===== config.mk =====
export PLATFORM = sky130hd
export DESIGN_NAME = audio_dac_serializer_flat
export DESIGN_NICKNAME = d
export VERILOG_FILES = /design/src/rtl/audio_dac_serializer_if.sv /design/src/rtl/audio_dac_serializer.sv /design/src/flat_wrapper.sv
export SDC_FILE = /design/constraint.sdc
export NUM_CORES = 1
export LEC_CHECK = 0
export CAP_MARGIN = 20
export CORE_MARGIN = 8
export CORE_UTILIZATION = 55
export DETAILED_ROUTE_END_ITERATION = 12
export GPL_TIMING_DRIVEN = 0
export PLACE_DENSITY = 0.78
export SETUP_SLACK_MARGIN = 0.2
export SYNTH_ARGS = -nofsm -noshare
export SYNTH_HDL_FRONTEND = slang
export SYNTH_SLANG_ARGS = --single-unit

===== constraint.sdc =====
create_clock -name CLOCK_50 -period 4.67 [get_ports CLOCK_50]
set_input_delay 0.934 -clock CLOCK_50 [delete_from_list [all_inputs] [get_ports CLOCK_50]]
set_output_delay 0.934 -clock CLOCK_50 [all_outputs]
set_load 0.03 [all_outputs]

===== src/rtl/audio_dac_serializer_if.sv =====
// Producer-side sample bus of the DAC serializer: stereo sample pair, push request,
// FIFO flush, and the space/level indications returned by the serializer.
interface audio_dac_serializer_if #(
    parameter int DATA_WIDTH = 32,
    parameter int FIFO_DEPTH = 4
);
    logic [DATA_WIDTH-1:0]         left_channel_audio_out;
    logic [DATA_WIDTH-1:0]         right_channel_audio_out;
    logic                          write_audio_out;
    logic                          clear_audio_out_memory;
    logic                          audio_out_allowed;
    logic [$clog2(FIFO_DEPTH):0]   fifo_level;

    modport master (
        output left_channel_audio_out,
        output right_channel_audio_out,
        output write_audio_out,
        output clear_audio_out_memory,
        input  audio_out_allowed,
        input  fifo_level
    );

    modport slave (
        input  left_channel_audio_out,
        input  right_channel_audio_out,
        input  write_audio_out,
        input  clear_audio_out_memory,
        output audio_out_allowed,
        output fifo_level
    );
endinterface


===== src/rtl/audio_dac_serializer.sv =====
// I2S master DAC serializer: buffers sample pairs in a small FIFO and shifts them out MSB-first.
// Push lands next cycle; producer is throttled by audio_out_allowed; the codec side never stalls.
module audio_dac_serializer #(
    parameter int DATA_WIDTH = 32,
    parameter int FIFO_DEPTH = 4,
    parameter int BCLK_HALF  = 8
) (
    input  logic                  CLOCK_50,
    input  logic                  reset,
    audio_dac_serializer_if.slave aud,
    output logic                  underflow,
    output logic                  AUD_BCLK,
    output logic                  AUD_DACLRCK,
    output logic                  AUD_DACDAT
);
    localparam int PW   = $clog2(FIFO_DEPTH);
    localparam int LW   = PW + 1;
    localparam int BW   = $clog2(2 * DATA_WIDTH);
    localparam int IW   = $clog2(DATA_WIDTH);
    localparam int CW   = $clog2(BCLK_HALF);

    logic [DATA_WIDTH-1:0] mem_l [FIFO_DEPTH];
    logic [DATA_WIDTH-1:0] mem_r [FIFO_DEPTH];

    logic [PW-1:0]         wr_ptr_q, wr_ptr_d, rd_ptr_q, rd_ptr_d;
    logic [LW-1:0]         level_q, level_d;
    logic [CW-1:0]         div_cnt_q, div_cnt_d;
    logic [BW-1:0]         bit_cnt_q, bit_cnt_d;
    logic [DATA_WIDTH-1:0] left_q, left_d, right_q, right_d;
    logic                  bclk_q, bclk_d, lrck_q, lrck_d, dat_q, dat_d;
    logic                  uf_q, uf_d, last_bit_q, last_bit_d;

    logic                  full, empty, push, pop, tick, fe, frame_start, ch;
    logic [BW-1:0]         n, slot_i;
    logic [IW-1:0]         bit_idx;

    always_comb begin
        full        = (level_q == LW'(FIFO_DEPTH));
        empty       = (level_q == '0);
        push        = aud.write_audio_out && !full && !aud.clear_audio_out_memory;
        tick        = (div_cnt_q == CW'(BCLK_HALF - 1));
        fe          = tick && bclk_q;
        n           = (bit_cnt_q == BW'(2 * DATA_WIDTH - 1)) ? '0 : bit_cnt_q + 1'b1;
        ch          = (n >= BW'(DATA_WIDTH));
        slot_i      = ch ? n - BW'(DATA_WIDTH) : n;
        bit_idx     = IW'(BW'(DATA_WIDTH) - slot_i);
        frame_start = fe && (n == '0);
        pop         = frame_start && !empty;
    end

    // FIFO bookkeeping; a flush wins over any same-cycle push or pop.
    always_comb begin
        wr_ptr_d = push ? wr_ptr_q + 1'b1 : wr_ptr_q;
        rd_ptr_d = pop  ? rd_ptr_q + 1'b1 : rd_ptr_q;
        level_d  = level_q;
        case ({push, pop})
            2'b10:   level_d = level_q + 1'b1;
            2'b01:   level_d = level_q - 1'b1;
            default: level_d = level_q;
        endcase
        if (aud.clear_audio_out_memory) begin
            wr_ptr_d = '0;
            rd_ptr_d = '0;
            level_d  = '0;
        end
    end

    always_comb begin
        div_cnt_d  = tick ? '0 : div_cnt_q + 1'b1;
        bclk_d     = tick ? ~bclk_q : bclk_q;
        bit_cnt_d  = bit_cnt_q;
        lrck_d     = lrck_q;
        dat_d      = dat_q;
        left_d     = left_q;
        right_d    = right_q;
        last_bit_d = last_bit_q;
        uf_d       = frame_start && empty;
        if (fe) begin
            bit_cnt_d = n;
            lrck_d    = ch;
            if (n == '0) begin
                // Right-word LSB must be captured before the pop replaces the holding words.
                last_bit_d = right_q[0];
                left_d     = empty ? '0 : mem_l[rd_ptr_q];
                right_d    = empty ? '0 : mem_r[rd_ptr_q];
            end else if (n == BW'(DATA_WIDTH)) begin
                last_bit_d = left_q[0];
            end
            if (slot_i == '0) dat_d = last_bit_d;
            else              dat_d = ch ? right_q[bit_idx] : left_q[bit_idx];
        end
    end

    always_ff @(posedge CLOCK_50) begin
        if (push) begin
            mem_l[wr_ptr_q] <= aud.left_channel_audio_out;
            mem_r[wr_ptr_q] <= aud.right_channel_audio_out;
        end
    end

    always_ff @(posedge CLOCK_50 or posedge reset) begin
        if (reset) begin
            wr_ptr_q   <= '0;
            rd_ptr_q   <= '0;
            level_q    <= '0;
            div_cnt_q  <= '0;
            bit_cnt_q  <= BW'(2 * DATA_WIDTH - 1);
            left_q     <= '0;
            right_q    <= '0;
            bclk_q     <= 1'b0;
            lrck_q     <= 1'b1;
            dat_q      <= 1'b0;
            uf_q       <= 1'b0;
            last_bit_q <= 1'b0;
        end else begin
            wr_ptr_q   <= wr_ptr_d;
            rd_ptr_q   <= rd_ptr_d;
            level_q    <= level_d;
            div_cnt_q  <= div_cnt_d;
            bit_cnt_q  <= bit_cnt_d;
            left_q     <= left_d;
            right_q    <= right_d;
            bclk_q     <= bclk_d;
            lrck_q     <= lrck_d;
            dat_q      <= dat_d;
            uf_q       <= uf_d;
            last_bit_q <= last_bit_d;
        end
    end

    assign aud.fifo_level        = level_q;
    assign aud.audio_out_allowed = !full;
    assign underflow             = uf_q;
    assign AUD_BCLK              = bclk_q;
    assign AUD_DACLRCK           = lrck_q;
    assign AUD_DACDAT            = dat_q;
endmodule


===== src/flat_wrapper.sv =====
// flat-port wrapper written by rule: the top's interface ports become plain ports
module audio_dac_serializer_flat 
#(
    parameter int DATA_WIDTH = 32,
    parameter int FIFO_DEPTH = 4,
    parameter int BCLK_HALF  = 8
)
  (CLOCK_50, reset, underflow, AUD_BCLK, AUD_DACLRCK, AUD_DACDAT, aud_left_channel_audio_out, aud_right_channel_audio_out, aud_write_audio_out, aud_clear_audio_out_memory, aud_audio_out_allowed, aud_fifo_level);
  audio_dac_serializer_if #(.DATA_WIDTH(DATA_WIDTH), .FIFO_DEPTH(FIFO_DEPTH)) aud_i ();
  input  logic CLOCK_50;
  input  logic reset;
  output logic underflow;
  output logic AUD_BCLK;
  output logic AUD_DACLRCK;
  output logic AUD_DACDAT;
  input wire logic [$bits(aud_i.left_channel_audio_out)-1:0] aud_left_channel_audio_out;
  input wire logic [$bits(aud_i.right_channel_audio_out)-1:0] aud_right_channel_audio_out;
  input wire logic [$bits(aud_i.write_audio_out)-1:0] aud_write_audio_out;
  input wire logic [$bits(aud_i.clear_audio_out_memory)-1:0] aud_clear_audio_out_memory;
  output wire logic [$bits(aud_i.audio_out_allowed)-1:0] aud_audio_out_allowed;
  output wire logic [$bits(aud_i.fifo_level)-1:0] aud_fifo_level;
  assign aud_i.left_channel_audio_out = aud_left_channel_audio_out;
  assign aud_i.right_channel_audio_out = aud_right_channel_audio_out;
  assign aud_i.write_audio_out = aud_write_audio_out;
  assign aud_i.clear_audio_out_memory = aud_clear_audio_out_memory;
  assign aud_audio_out_allowed = aud_i.audio_out_allowed;
  assign aud_fifo_level = aud_i.fifo_level;
  audio_dac_serializer #(.DATA_WIDTH(DATA_WIDTH), .FIFO_DEPTH(FIFO_DEPTH), .BCLK_HALF(BCLK_HALF)) u_core (.CLOCK_50(CLOCK_50), .reset(reset), .aud(aud_i), .underflow(underflow), .AUD_BCLK(AUD_BCLK), .AUD_DACLRCK(AUD_DACLRCK), .AUD_DACDAT(AUD_DACDAT));
endmodule

==> reports/metrics.yaml <==
status:
  status: "completed"
sta:
  setup_violations: 0
  period_minus_slack_ns: 3.33
  slew_headroom_pct: 40.2
  rsz0062_at_grt: "false"
  layout_worst_path_cycle_share_pct: 71.2
  worst_setup_skew_after_layout_ns: 0.0125
  fin_tns_setup_ns: 0
  final_hold_violating_endpoints: 0
  timing.hold.ws_ns: 0.431
  max_slew.worst_pin.slew_ns: 0.897
  drv_slew: 0
  max_clock_freq_mhz: 301
floorplan:
  row_count: 57
  die_w_microns: 173
  die-area_sq_um: 30100
  ios: 76
  placeableCoreArea_sq_um: 24300
  start_util_pct: 56.1
  dieHeight_microns: 173
detailed_routing:
  drc: 0
  drt_first_iter_violations: 504
  highest-signal-layer: "met4"
  antenna_left: 0
  route.layer.met1.wl_microns: 11500
  first_pass_iters: 5
  dr_total_vias: 7598
  routed_wl_microns: 27100
  wl_met3_microns: 1470
  routed-wl-met2_microns: 13500
  routedWlPerCell_microns: 20.5
  vias_per_cell: 5.76
global_route:
  grt-ovfl-total: 0
  first_global_vias: 8057
  largest_net_degree_at_the_start_of_global_routing: 46
  track_usage_pct: 18.2
  grt_pass1_wl_microns: 43500
  grt_antenna_before_repair: 0
hold_path:
  timing.hold.worst.class: "reg2reg"
  worst_hold_path.num_cells: 1
final_layout:
  multi_input_comb_area_sq_um: 3580
  final_cell_count_no_fill: 1320
  post-route-cell-area_sq_um: 16000
  commonest_cells_after_routing_fill_and_taps_aside: "256 x sky130_fd_sc_hd__edfxtp_1, 175 x sky130_fd_sc_hd__nand2_1, 78 x sky130_fd_sc_hd__dfrtp_1"
  fin_util_pct: 65.6
  layout_commonest_cell: "sky130_fd_sc_hd__edfxtp_1"
  antenna-diode-count: 0
  syn2layout_area_growth_pct: 17.0
  ff_latch_area_sq_um: 9820
  fraction_of_layout_cells_with_a_size_suffix_above_1_pct: 15.7
  layout.nets: 1048
  fillers: 1617
place:
  dpl-instance-area_sq_um: 14900
  dpl.cell_count: 1259
  port_buffers: 74
  routabilityCongestion: 0.903
  hpwl_microns: 17400
clock_tree:
  htree_num_levels: 2
  resized_gates_after_cts: 0
  postCtsSetupBuffers: 0
  clock_latency_ns: 0.51
  number_of_cts_inserted_buffers: 34
  clk_path_buf_depth: 3
  cts_tree: "built"
  cts.hold.buffers_added: 0
  cts-root-buf: "sky130_fd_sc_hd__clkbuf_16"
  tritoncts_num_sinks: 341
  post_cts_clock_slew_at_the_launch_and_capture_registers_of_the_worst_setup_and_hold_paths_ns: 0.06
synth:
  syn-num-nets: 933
  synth_area_leader_cell: "sky130_fd_sc_hd__edfxtp_1"
  postSynthCellCount: 856
  number_of_enable_flip_flop_cells_after_synthesis: 256
  post_synth_instance_area_sq_um: 13600
  synth.avg_cell_area_sq_um: 15.9
  ys.warnings.count: 0
  seq_area_frac_synth_pct: 72.0
  synth_cell_type_count: 56
  cell_types_occupying_the_most_area_after_synthesis: "sky130_fd_sc_hd__edfxtp_1 56%, sky130_fd_sc_hd__dfrtp_1 14%, sky130_fd_sc_hd__mux4_2 11%"
  async_flop_share_pct: 24.9
  ys.flop_type: "sky130_fd_sc_hd__edfxtp_1"
  ys_ff_latch: 341
  yosys.area.top_type_share_pct: 56.4
flow_run:
  maxCapViolations: 0
setup_path:
  worst-path-max-fanout: 10
  timing.critical_path.required_ns: 5.04
  setup.worst_path.start_class: "register"
  timing.critical_path.arrival_ns: 3.70
  rr_worst_depth: 14
  worstSetupEndpointType: "register"
  timing.setup.critical_path_class: "reg2reg"
pwr:
  power.ir.vdd_worst_v: 0.000340
  cellLeakagePower_nw: 5.48
  power_density_nw_per_um2: 387
[sequential cells by signal, summed over array words and instances (netlist names)]
| signal | flops |
|---|---|
| u_core.AUD_BCLK | 1 |
| u_core.AUD_DACDAT | 1 |
| u_core.AUD_DACLRCK | 1 |
| u_core.aud.fifo_level | 3 |
| u_core.bit_cnt_q | 6 |
| u_core.div_cnt_q | 3 |
| u_core.last_bit_q | 1 |
| u_core.left_q | 32 |
| u_core.mem_l | 128 |
| u_core.mem_r | 128 |
| u_core.rd_ptr_q | 2 |
| u_core.right_q | 32 |
| u_core.underflow | 1 |
| u_core.wr_ptr_q | 2 |
[metrics by stage]
| step | power (mW) | worst slack (ns) |
|---|---|---|
| 2_1_floorplan | 3.55 | 1.30 |
| 3_3_place_gp | 3.68 | -0.380 |
| 3_5_place_dp | 3.69 | 1.43 |
| 4_1_cts | 6.22 | 1.37 |
| 5_1_grt | 6.37 | 1.19 |
| 6_report | 6.18 | 1.34 |
[power breakdown]
part | total, mW | internal (mW) | switching, mW
Sequential | 3.35 | 3.34 | 0.0180
Combinational | 0.276 | 0.112 | 0.164
Clock | 2.55 | 1.48 | 1.07
[worst max-delay path, stage by stage (launching register included)]
cell                       delay, ns
sky130_fd_sc_hd__dfstp_2        0.59
sky130_fd_sc_hd__ha_1           0.31
sky130_fd_sc_hd__nand3_1        0.16
sky130_fd_sc_hd__xor2_1         0.21
sky130_fd_sc_hd__o211ai_1       0.17
sky130_fd_sc_hd__or3_1          0.40
sky130_fd_sc_hd__buf_2          0.19
sky130_fd_sc_hd__buf_6          0.18
sky130_fd_sc_hd__nand2b_4       0.15
sky130_fd_sc_hd__nor2_1         0.13
sky130_fd_sc_hd__fa_1           0.26
sky130_fd_sc_hd__and3_1         0.19
sky130_fd_sc_hd__a21oi_2        0.06
sky130_fd_sc_hd__xor2_1         0.13
sky130_fd_sc_hd__nor2_1         0.05
[Yosys cell counts, drive strengths merged, types with 3 or more instances]
cell and number:
o21ai 71, dfstp 7, edfxtp 256, o211ai 4, dfrtp 78, ha 8, a41oi 3, clkbuf 32
nor3 5, nand2 175, nand3 14, xor2 5, and2 8, a22oi 3, nor2 22, nand4 5
nand2b 3, buf 17, or3 3, xnor2 6, a31oi 6, a21oi 14, mux2i 9, mux2 3
and3 5, mux4 65, inv 6
[worst paths after layout]
kind	end	slack [ns]	startpoint
max	u_core.aud.fifo_level[2]$_DFFE_PP0P_	1.34	u_core.bit_cnt_q[1]$_DFFE_PP1N_
max in group asynchronous	u_core.bit_cnt_q[4]$_DFFE_PP1N_	3.18	reset
min	u_core.div_cnt_q[0]$_DFF_PP0_	0.43	u_core.div_cnt_q[0]$_DFF_PP0_
min in group asynchronous	u_core.aud.fifo_level[2]$_DFFE_PP0P_	0.84	reset
max reg2reg	u_core.aud.fifo_level[2]$_DFFE_PP0P_	1.34	u_core.bit_cnt_q[1]$_DFFE_PP1N_
min reg2reg	u_core.div_cnt_q[0]$_DFF_PP0_	0.43	u_core.div_cnt_q[0]$_DFF_PP0_
[cell families after synthesis]
kind of cell    after synthesis  share of synthesized area (%)
simple gates                247                           7.98
flops                       341                           72.0
xor+xnor                     11                          0.761
fa+ha+maj                     9                          0.881
buf+inv                      55                           1.80
mux                          77                           11.6
compound gates              116                           4.92
[metal layers]
layer | vias to the layer above | global-route usage, %
li1 | 3459 | -
met1 | 3866 | 24.0
met2 | 227 | 30.1
met3 | 46 | 3.68
met4 | 0 | 5.39
met5 | - | 0
[cell type report]
| class | count | share of cell area (%) |
|---|---|---|
| Clock inverter | 8 | 0.290 |
| Timing Repair Buffer | 79 | 5.36 |
| Sequential cell | 341 | 61.5 |
| Buffer | 49 | 1.40 |
| Multi-Input combinational cell | 460 | 22.4 |
| Tap cell | 324 | 2.54 |
| Clock buffer | 53 | 6.27 |
| Inverter | 6 | 0.157 |
Note: power is estimated with default switching activity, not from simulation.
